$ cat src/rtl/vga_scan_ctrl.sv
// rtl/vga_scan_ctrl.sv - VGA raster scan controller with two-stage blanking/sync output pipeline
//
// Purpose:
//   Walks hcount/vcount across the full raster one position per pix_en strobe.
//   Active/sync decode of the current position is registered (stage 1), then
//   combined with the generator colour to drive blanked RGB and active-low syncs
//   (stage 2). Dropping run lets the current frame finish before going idle.
//
// Ports:
//   clock, reset_n          - system clock, asynchronous active-low reset
//   pix_en                  - one-clock pixel-step strobe; nothing moves without it
//   run                     - level request to scan
//   hcount, vcount          - raster position to the pixel generator
//   gen_enable              - pixel generator enable (always 1)
//   gen_red/green/blue      - generator colour, registered one clock after counters
//   vga_red/green/blue      - blanked colour to the DAC
//   hsync_n, vsync_n        - active-low syncs
//   frame_start             - one-clock pulse after the step that consumes (0,0)
//   busy                    - scanner is not idle
module vga_scan_ctrl #(
    parameter int H_ACTIVE = 640,
    parameter int H_FP     = 16,
    parameter int H_SYNC   = 96,
    parameter int H_BP     = 48,
    parameter int V_ACTIVE = 480,
    parameter int V_FP     = 10,
    parameter int V_SYNC   = 2,
    parameter int V_BP     = 33
) (
    input  logic       clock,
    input  logic       reset_n,
    input  logic       pix_en,
    input  logic       run,
    output logic [9:0] hcount,
    output logic [9:0] vcount,
    output logic       gen_enable,
    input  logic [2:0] gen_red,
    input  logic [2:0] gen_green,
    input  logic [1:0] gen_blue,
    output logic [2:0] vga_red,
    output logic [2:0] vga_green,
    output logic [1:0] vga_blue,
    output logic       hsync_n,
    output logic       vsync_n,
    output logic       frame_start,
    output logic       busy
);

    localparam int H_TOTAL = H_ACTIVE + H_FP + H_SYNC + H_BP;
    localparam int V_TOTAL = V_ACTIVE + V_FP + V_SYNC + V_BP;

    localparam logic [9:0] H_LAST     = 10'(H_TOTAL - 1);
    localparam logic [9:0] V_LAST     = 10'(V_TOTAL - 1);
    localparam logic [9:0] H_ACT_END  = 10'(H_ACTIVE);
    localparam logic [9:0] V_ACT_END  = 10'(V_ACTIVE);
    localparam logic [9:0] HS_FIRST   = 10'(H_ACTIVE + H_FP);
    localparam logic [9:0] HS_LAST    = 10'(H_ACTIVE + H_FP + H_SYNC - 1);
    localparam logic [9:0] VS_FIRST   = 10'(V_ACTIVE + V_FP);
    localparam logic [9:0] VS_LAST    = 10'(V_ACTIVE + V_FP + V_SYNC - 1);

    localparam logic [1:0] ST_IDLE  = 2'd0;
    localparam logic [1:0] ST_RUN   = 2'd1;
    localparam logic [1:0] ST_DRAIN = 2'd2;

    logic [1:0] r_state;
    logic [9:0] r_hcount;
    logic [9:0] r_vcount;
    logic       r_s1_active;
    logic       r_s1_hs;
    logic       r_s1_vs;
    logic [2:0] r_vga_red;
    logic [2:0] r_vga_green;
    logic [1:0] r_vga_blue;
    logic       r_hsync_n;
    logic       r_vsync_n;
    logic       r_frame_start;

    logic [1:0] w_state_next;
    logic       w_advance;
    logic       w_h_wrap;
    logic       w_at_end;
    logic [9:0] w_h_next;
    logic [9:0] w_v_next;
    logic       w_scanning;
    logic       w_active;
    logic       w_hs;
    logic       w_vs;
    logic       w_at_origin;

    assign w_scanning  = (r_state != ST_IDLE);
    assign w_h_wrap    = (r_hcount == H_LAST);
    assign w_at_end    = w_h_wrap && (r_vcount == V_LAST);
    assign w_at_origin = (r_hcount == 10'd0) && (r_vcount == 10'd0);

    assign w_h_next = w_h_wrap ? 10'd0 : r_hcount + 10'd1;
    assign w_v_next = !w_h_wrap ? r_vcount
                    : ((r_vcount == V_LAST) ? 10'd0 : r_vcount + 10'd1);

    // Position decode feeding stage 1; all of it is suppressed while idle.
    assign w_active = w_scanning && (r_hcount < H_ACT_END) && (r_vcount < V_ACT_END);
    assign w_hs     = w_scanning && (r_hcount >= HS_FIRST) && (r_hcount <= HS_LAST);
    assign w_vs     = w_scanning && (r_vcount >= VS_FIRST) && (r_vcount <= VS_LAST);

    // The idle->run step only arms the scanner; every step taken from RUN or
    // DRAIN consumes one raster position. The final drain step lands on (0,0)
    // through the normal wrap, so leaving DRAIN needs no separate clear.
    always_comb begin
        w_state_next = r_state;
        w_advance    = 1'b0;
        case (r_state)
            ST_IDLE: begin
                w_state_next = run ? ST_RUN : ST_IDLE;
            end
            ST_RUN: begin
                w_state_next = run ? ST_RUN : ST_DRAIN;
                w_advance    = 1'b1;
            end
            ST_DRAIN: begin
                w_advance = 1'b1;
                if (run) begin
                    w_state_next = ST_RUN;
                end else if (w_at_end) begin
                    w_state_next = ST_IDLE;
                end else begin
                    w_state_next = ST_DRAIN;
                end
            end
            default: begin
                w_state_next = ST_IDLE;
            end
        endcase
    end

    always_ff @(posedge clock or negedge reset_n) begin
        if (!reset_n) begin
            r_state       <= ST_IDLE;
            r_hcount      <= 10'd0;
            r_vcount      <= 10'd0;
            r_s1_active   <= 1'b0;
            r_s1_hs       <= 1'b0;
            r_s1_vs       <= 1'b0;
            r_vga_red     <= 3'd0;
            r_vga_green   <= 3'd0;
            r_vga_blue    <= 2'd0;
            r_hsync_n     <= 1'b1;
            r_vsync_n     <= 1'b1;
            r_frame_start <= 1'b0;
        end else begin
            r_frame_start <= 1'b0;
            if (pix_en) begin
                r_state <= w_state_next;
                if (w_advance) begin
                    r_hcount <= w_h_next;
                    r_vcount <= w_v_next;
                end
                r_s1_active <= w_active;
                r_s1_hs     <= w_hs;
                r_s1_vs     <= w_vs;
                // gen_* now carries the colour for the position stage 1 holds.
                r_vga_red   <= r_s1_active ? gen_red   : 3'd0;
                r_vga_green <= r_s1_active ? gen_green : 3'd0;
                r_vga_blue  <= r_s1_active ? gen_blue  : 2'd0;
                r_hsync_n   <= ~r_s1_hs;
                r_vsync_n   <= ~r_s1_vs;
                r_frame_start <= w_scanning && w_at_origin;
            end
        end
    end

    assign hcount      = r_hcount;
    assign vcount      = r_vcount;
    assign gen_enable  = 1'b1;
    assign vga_red     = r_vga_red;
    assign vga_green   = r_vga_green;
    assign vga_blue    = r_vga_blue;
    assign hsync_n     = r_hsync_n;
    assign vsync_n     = r_vsync_n;
    assign frame_start = r_frame_start;
    assign busy        = w_scanning;

endmodule

$ cat config.mk
export PLATFORM = sky130hd
export DESIGN_NAME = vga_scan_ctrl
export DESIGN_NICKNAME = d
export VERILOG_FILES = /design/src/rtl/vga_scan_ctrl.sv
export SDC_FILE = /design/constraint.sdc
export NUM_CORES = 1
export LEC_CHECK = 0
export BUFFER_PORTS_ARGS = -buffer_cell sky130_fd_sc_hd__buf_2
export CORE_MARGIN = 2
export CORE_UTILIZATION = 55
export CTS_BUF_LIST = sky130_fd_sc_hd__clkbuf_8
export CTS_CLUSTER_SIZE = 28
export DETAILED_ROUTE_END_ITERATION = 10
export GPL_ROUTABILITY_DRIVEN = 0
export GPL_TIMING_DRIVEN = 0
export PLACE_DENSITY = 0.82
export SLEW_MARGIN = 40
export SYNTH_ARGS = -nofsm -noshare
export SYNTH_HDL_FRONTEND = slang
export SYNTH_SLANG_ARGS = --single-unit
$ cat constraint.sdc
create_clock -name clock -period 4.9 [get_ports clock]
set_input_delay 0.735 -clock clock [delete_from_list [all_inputs] [get_ports clock]]
set_output_delay 0.735 -clock clock [all_outputs]
set_load 0.05 [all_outputs]
# Word-level counts from Yosys, hierarchy flattened
# Index checks and enable logic that the tools add are counted.
[totals] ff_bits=36 in_bits=12 out_inout_bits=33 word_cells=54
[classes] addsub=2 magnitude_cmp=6 eq_ne=4 muxes=12 bitwise=2 n_reduce_logical=16
[op_table] op="adder 10 x 1 -> 10 bit (second input constant)" n=2
[op_table] op="equality test 10 bit (second input constant)" n=2
[op_table] op="zero test 10 bit" n=2
[op_table] op="2-to-1 mux 10 bit" n=2
[op_table] op="greater-or-equal comparator 10 bit (second input constant)" n=1
[op_table] op="greater-or-equal comparator 10 x 9 -> 1 bit (second input constant)" n=1
[op_table] op="<= comparator 10 bit (second input constant)" n=1
[op_table] op="<= comparator 10 x 9 -> 1 bit (second input constant)" n=1
[op_table] op="< comparator 10 bit (second input constant)" n=1
[op_table] op="< comparator 10 x 9 -> 1 bit (second input constant)" n=1
[op_table] op="logical AND 1 bit" n=9
[op_table] op="2-to-1 mux 2 bit" n=4
[op_table] op="2-to-1 mux 3 bit" n=2
[op_table] op="case mux 2 bit (3 select lines)" n=1
[op_table] op="2-to-1 mux 1 bit" n=3
[op_table] op="AND reduction 3 bit" n=1
[op_table] op="equality test 2 x 1 -> 1 bit (second input constant)" n=1
[op_table] op="equality test 2 bit (second input constant)" n=1
[op_table] op="zero test 2 bit" n=1
[op_table] op="NOT 1 bit" n=2
[op_table] op="AND reduction 2 bit" n=1
[op_table] op="nonzero test 2 bit" n=1
[op_table] op="OR reduction 2 bit" n=1

# Depth between registers and ports, before layout
# Gate-level depths: netlist of run 1.
[logic_depth] ltp_word=5 depth_mapped=7 mapped_depth_nobuf=6

# Worst setup path after synthesis of run 1
# Ideal clock, no wire load.
[synth_timing] kind="register -> register" start="register r_hcount[0], in the netlist hcount[0]" end="register r_vcount[3], in the netlist vcount[3]" setup_ps=76 arrival_ps=1799 t_required_ps=4824 setup_slack_ps=3025 stages_incl_launch_ff=6 path_buffers=0 period_less_slack_ps=1875 path_cell_list="dfrtp_1 -> ha_1 -> and3_1 -> nand4_1 -> or3_1 -> o21ai_1"
[synth_between] elab_chain_len=2
[synth_rtl] element="start, declared" line_no="66" source="logic [9:0] r_hcount;"
[synth_rtl] element="start signal, assigned" line_no="153" source="r_hcount <= w_h_next;"
[synth_rtl] element="equality test 10 bit" line_no="91" source="assign w_h_wrap = (r_hcount == H_LAST);"
[synth_rtl] element="AND reduction 3 bit (no line)"
[synth_rtl] element="end signal, assigned" line_no="154" source="r_vcount <= w_v_next;"
[synth_rtl] element="end, declared" line_no="67" source="logic [9:0] r_vcount;"
# Every way passes these cells.
# A chain may end at the register's enable or synchronous reset.

# Final worst setup path of run 1
[layout_timing] start="register r_state[0]" end="register r_vcount[3], in the netlist vcount[3]"
[layout_between] elab_chain_len=4 word_cells_on_any_way=5 cone_classes="eq/ne: 2; mux: 1; reduce/logical: 2"
[layout_rtl] element="start, declared" line_no="65" source="logic [1:0] r_state;"
[layout_rtl] element="start signal, assigned" line_no="151" source="r_state <= w_state_next;"
[layout_rtl] element="equality test 2 bit or equality test 2 x 1 -> 1 bit (tied branches)" line_no="110" source="case (r_state)"
[layout_rtl] element="OR reduction 2 bit (no line) (*)"
[layout_rtl] element="2-to-1 mux 1 bit (*)" line_no="110"
[layout_rtl] element="AND reduction 3 bit (no line) (*)"
# Every way passes the cells marked *; elsewhere a longest branch is shown, timed or not.

==> results of run 1 <==
==> layer usage <==
layer  vias up  share of wire  global-route usage
met5         -              0                   0
met4         0          0.014              0.0790
met3         8          0.061              0.0745
met2        65           0.47               0.384
met1       719           0.46               0.296
li1        775              -                   -
==> stage by stage <==
step | hold WS [ns] | cell area (um2) | cells
6_report | 0.399 | 2210 | 291
5_1_grt | 0.428 | 2210 | 291
4_1_cts | 0.521 | 2210 | 291
3_5_place_dp | 0.509 | 2120 | 283
3_3_place_gp | 0.501 | 2120 | 283
2_1_floorplan | 0.439 | 1850 | 194
==> cells in the final DEF, fill, tap and decap left out, types with 2 or more instances in the layout <==
| master | instances |
|---|---|
| clkbuf_1 | 6 |
| nand2_1 | 12 |
| o21ai_0 | 19 |
| ha_1 | 8 |
| and3_1 | 5 |
| xnor2_1 | 8 |
| mux2_2 | 3 |
| a21oi_1 | 3 |
| inv_1 | 18 |
| buf_2 | 42 |
| dfstp_2 | 2 |
| xor2_1 | 2 |
| a31oi_1 | 2 |
| nor3_1 | 9 |
| nor4b_1 | 2 |
| and4_1 | 3 |
| dfrtp_1 | 34 |
| clkinv_2 | 2 |
| nand4_1 | 6 |
| buf_4 | 2 |
| o22ai_1 | 3 |
| clkbuf_8 | 6 |
| nor2_1 | 7 |
| o21ai_1 | 3 |
| and2_1 | 3 |
| nand3_1 | 23 |
==> final timing paths <==
check                           slack [ns]  cells past startpoint              startpoint                     end
worst max register to register        2.73                      7  r_state[0]$_DFFE_PN0P_   vcount[3]$_DFFE_PN0P_
max in group asynchronous             4.16                      1                 reset_n     hsync_n$_DFFE_PN1P_
min in group clock                    0.52                      1   vcount[7]$_DFFE_PN0P_   vcount[7]$_DFFE_PN0P_
worst min-delay path                  0.40                      1                 reset_n  vga_red[1]$_DFFE_PN0P_
worst min register to register        0.52                      1   vcount[7]$_DFFE_PN0P_   vcount[7]$_DFFE_PN0P_
worst max-delay path                  2.73                      7  r_state[0]$_DFFE_PN0P_   vcount[3]$_DFFE_PN0P_
==> final cells by class <==
type,count,area share
inverters,18,0.0305
repair buffers,43,0.0983
clock inverters,2,0.00452
clock buffers,6,0.0373
plain buffers,7,0.0136
well taps,46,0.0260
multi-input cells,133,0.382
flip-flops and latches,36,0.408
==> where the power goes <==
part | switching [mW] | internal (mW) | total (mW) | leakage (nW)
clock | 0.103 | 0.112 | 0.215 | 0.0510
sequential | 0.0339 | 0.336 | 0.369 | 0.469
combinational | 0.224 | 0.0772 | 0.302 | 0.518
==> Yosys cell counts, types with 5 or more instances <==
cell / number
nor2_1: 7
nor3_1: 9
nand2_1: 12
xnor2_1: 8
and3_1: 5
ha_1: 8
inv_1: 18
dfrtp_1: 34
nand4_1: 6
clkbuf_1: 6
nand3_1: 23
o21ai_0: 19
==> worst register-to-register path: stages (launching register included) <==
cell and delay, ns:
dfrtp_1 0.38, inv_1 0.09, ha_1 0.35, and2_1 0.14, clkbuf_1 0.28, nand4_1 0.35
or3_1 0.44, o21ai_1 0.08
==> sequential cells by signal (all words and copies together) (netlist names) <==
name and count:
hcount 10, vcount 10, vga_green 3, vga_red 3
r_state 2, vga_blue 2, frame_start 1, hsync_n 1
r_s1_active 1, r_s1_hs 1, r_s1_vs 1, vsync_n 1
==> kinds of logic after synthesis <==
family          share of synthesized area
fa+ha+maj                          0.0542
compound gates                     0.0955
other cells                       0.00203
xor+xnor                           0.0474
simple gates                        0.241
mux                                0.0183
flops                               0.489
buf+inv                            0.0528
==> flow_summary.toml, run 1 <==
[outcome]
outcome = "finished clean"

[sta]
max-slew-margin-rel = 0.656
tightest_slew_ns = 0.516
finalHoldViolations = 0
setup_tns_ns = 0
fin_crit_sh = 0.443
rsz0062_at_grt = "false"
fin_skew_ns = 0.00278
setup_viol = 0
setup_ws_ns = 2.73
max_freq_ghz = 0.460
slew_viol_final = 0
post-route-min-period_ns = 2.17

[global_route]
grt_pass1_wl_um = 6470
first_global_vias = 1443
grt_overflow_total = 0
grt_usage = 0.235
grt_max_degree = 37
antenna_found_initial = 0

[synth]
synth_cell_type_count = 35
avgSynthCellArea_um2 = 9.52
yosysTopAreaCell = "dfrtp_1"
netlist_instances = 194
synthArstFlopShare = 1.00
synth.area.top_cells = "dfrtp_1 (46%), nand3_1 (6.2%), ha_1 (5.4%), o21ai_0 (5.1%), xnor2_1 (3.8%)"
synth_warnings = 0
synth_area_mm2 = 0.00185
yosysSeqAreaShare = 0.489
postSynthRegisterBits = 36
synth-edff-count = 0
ys.flop_type = "dfrtp_1"
synth_top_area_frac = 0.461
syn-num-nets = 214

[power]
powerDensity_mw_per_mm2 = 400
power_uw = 886
ir_worst_vdd_v = 0.000402
power_leakage_nw = 1.04

[critical_path]
crit_family = "simple AND/OR/NAND/NOR gates"
cp_data_arrival_time_ns = 2.39
cpPeakStageDelay_ns = 0.44
worstPathRequired_ns = 5.11
critical_path_class = "flop to flop"
worstPathCellList = "inv_1, ha_1, and2_1, clkbuf_1, nand4_1, or3_1, o21ai_1"
crit_buf_inv = 2
critPathLaunchType = "flop"
cp_max_fo = 8
cpMaxStageDelayCell = "or3_1"
endpoint_kind = "flop"

[detailed_routing]
vias_per_cell = 5.38
ant_nets = 0
dr_total_vias = 1567
routed_wl_um = 3970
first_pass_iters = 4
drt_iter0_markers = 91
routedWlPerCell_um = 13.7
drc = 0

[floorplanning]
io-pin-count = 45
fp-row-count = 21
start_util = 0.562
die_area_mm2 = 0.00384
core_area_mm2 = 0.00328
die_w_um = 61.9
dieHeight_um = 61.9

[cts]
cts_made_buffers = 5
cts_tree = "built"
hold_buffers = 0
cts.sinks = 36
cts-root-buf = "clkbuf_8"
post_cts_resized = 0
clock_latency_ns = 0.28
cts-htree-levels = 2
postCtsSetupBuffers = 0
clkTransAtPathRegs_ns = 0.07
clk_path_buf_depth = 2

[placement]
place_ws_ns = 2.77
hpwl_um = 2900
placement.io_buffers = 43

[worst_hold_path]
hold_path.class = "input pin to async pin"

[finish]
utilization = 0.674
final_nets = 264
area_growth_pct = 19.9
drive_above_1_share = 0.253
multi_input_comb_area_um2 = 846
fillers = 284
seq_area_um2 = 903
num_antenna_cells = 0

[flow_run]
maxCapViolCount = 0
Power figures use the tool's default switching activity.
==> run 2: changes to the inputs <==
Settings changed: CORE_UTILIZATION 55 to 50, PLACE_DENSITY 0.82 to 0.78.
Clock period 4.9 ns to 1.88 ns, I/O delays scaled along.
==> flow_summary.toml, run 2 (same netlist as run 1, synthesis figures left out) <==
[floorplanning]
die_area_mm2 = 0.00420
start_util = 0.512
dieHeight_um = 64.8
io-pin-count = 45
fp-row-count = 22
die_w_um = 64.8
core_area_mm2 = 0.00361

[global_route]
grt_max_degree = 37
grt_overflow_total = 0
first_global_vias = 1532
grt_pass1_wl_um = 7090
antenna_found_initial = 0
grt_usage = 0.220

[worst_hold_path]
hp-start = "gen_red[1]"
hold_path.class = "input pin to flop"

[critical_path]
worstPathRequired_ns = 2.06
critPathLaunchType = "flop"
critical_path_class = "flop to flop"
cp_data_arrival_time_ns = 1.96
cp-startpoint = "r_state[0]$_DFFE_PN0P_"
endpoint_kind = "flop"
cp_max_fo = 8
r2r_start = "r_state[0]$_DFFE_PN0P_"

[cts]
cts-root-buf = "clkbuf_8"
clk_path_buf_depth = 2
cts_made_buffers = 5
cts_tree = "built"
clock_latency_ns = 0.29
cts-htree-levels = 2
clkTransAtPathRegs_ns = 0.07
cts.sinks = 36

[detailed_routing]
ant_nets = 0
first_pass_iters = 4
vias_per_cell = 5.48
drc = 0
dr_total_vias = 1617
drt_iter0_markers = 121
routed_wl_um = 4090
routedWlPerCell_um = 13.9

[power]
power_mw = 2.28
power_leakage_nw = 1.05
powerDensity_mw_per_mm2 = 1010
ir_worst_vdd_v = 0.000704

[sta]
timing.hold.ws_ns = 0.236
fin_crit_sh = 0.949
setup_ws_ns = 0.0962
post-route-min-period_ns = 1.78
finalHoldViolations = 0
setup_viol = 0
max_freq_ghz = 0.561
setup_tns_ns = 0
slew_viol_final = 0
fin_skew_ns = 0.00995

[placement]
place_ws_ns = -0.293
placement.io_buffers = 43
place_inst = 285
place_area_mm2 = 0.00212
hpwl_um = 2880

[finish]
utilization = 0.626
num_antenna_cells = 0
mostFrequentLayoutCell = "buf_2"
drive_above_1_share = 0.267
design_area_mm2 = 0.00226
fin_cells = 295
final_cell_mix = "buf_2 (42), dfrtp_1 (34), nand3_1 (23)"
final_nets = 267
area_growth_pct = 22.2

[flow_run]
maxCapViolCount = 0

[outcome]
outcome = "finished clean"
[run 2: what timing repair did]
| item | CTS | global route |
|---|---|---|
| setup buffers | 2 | 1 |
| gates resized for setup | 1 | 4 |
| endpoints found under the hold margin | 0 | 34 |
| endpoints found under the setup margin | 6 | 9 |
| cloned | 0 | 0 |
| hold buffers | 0 | 1 |
| pin swaps | 1 | 1 |
[run 2: final cells by class]
type | count | area (um2)
clock buffer | 5 | 68.8
inverter | 18 | 67.6
timing repair buffer | 47 | 250
sequential | 36 | 903
multi-input combinational | 133 | 872
tap | 48 | 60.1
fill | 319 | 1350
buffer | 6 | 26.3
clock inverter | 2 | 8.76
[run 2: power breakdown]
part | total [mW] | switching (mW) | internal (mW)
logic | 0.812 | 0.591 | 0.222
registers | 0.957 | 0.0827 | 0.875
clock network | 0.509 | 0.263 | 0.246
[run 2: worst paths after layout]
check	endpoint	slack [ns]	cells past startpoint
max reg2reg	vcount[4]$_DFFE_PN0P_	0.1	7
min in group asynchronous	vga_blue[0]$_DFFE_PN0P_	0.48	2
max	vcount[4]$_DFFE_PN0P_	0.1	7
min	vga_red[1]$_DFFE_PN0P_	0.24	3
max in group asynchronous	vsync_n$_DFFE_PN1P_	1.05	2
min reg2reg	vcount[7]$_DFFE_PN0P_	0.52	1
[run 2: critical path: stages, from the launching register on]
cell     delay (ns)
dfrtp_1        0.39
inv_1          0.12
ha_4           0.30
and2_4         0.19
nand4_1        0.18
buf_4          0.21
o21ai_0        0.20
o31ai_2        0.09
[run 2: routing by layer]
metal | vias up | GRT usage | share of wire
li1 | 783 | - | -
met1 | 756 | 0.301 | 0.45
met2 | 70 | 0.340 | 0.47
met3 | 8 | 0.0521 | 0.070
met4 | 0 | 0.0798 | 0.017
met5 | - | 0 | 0
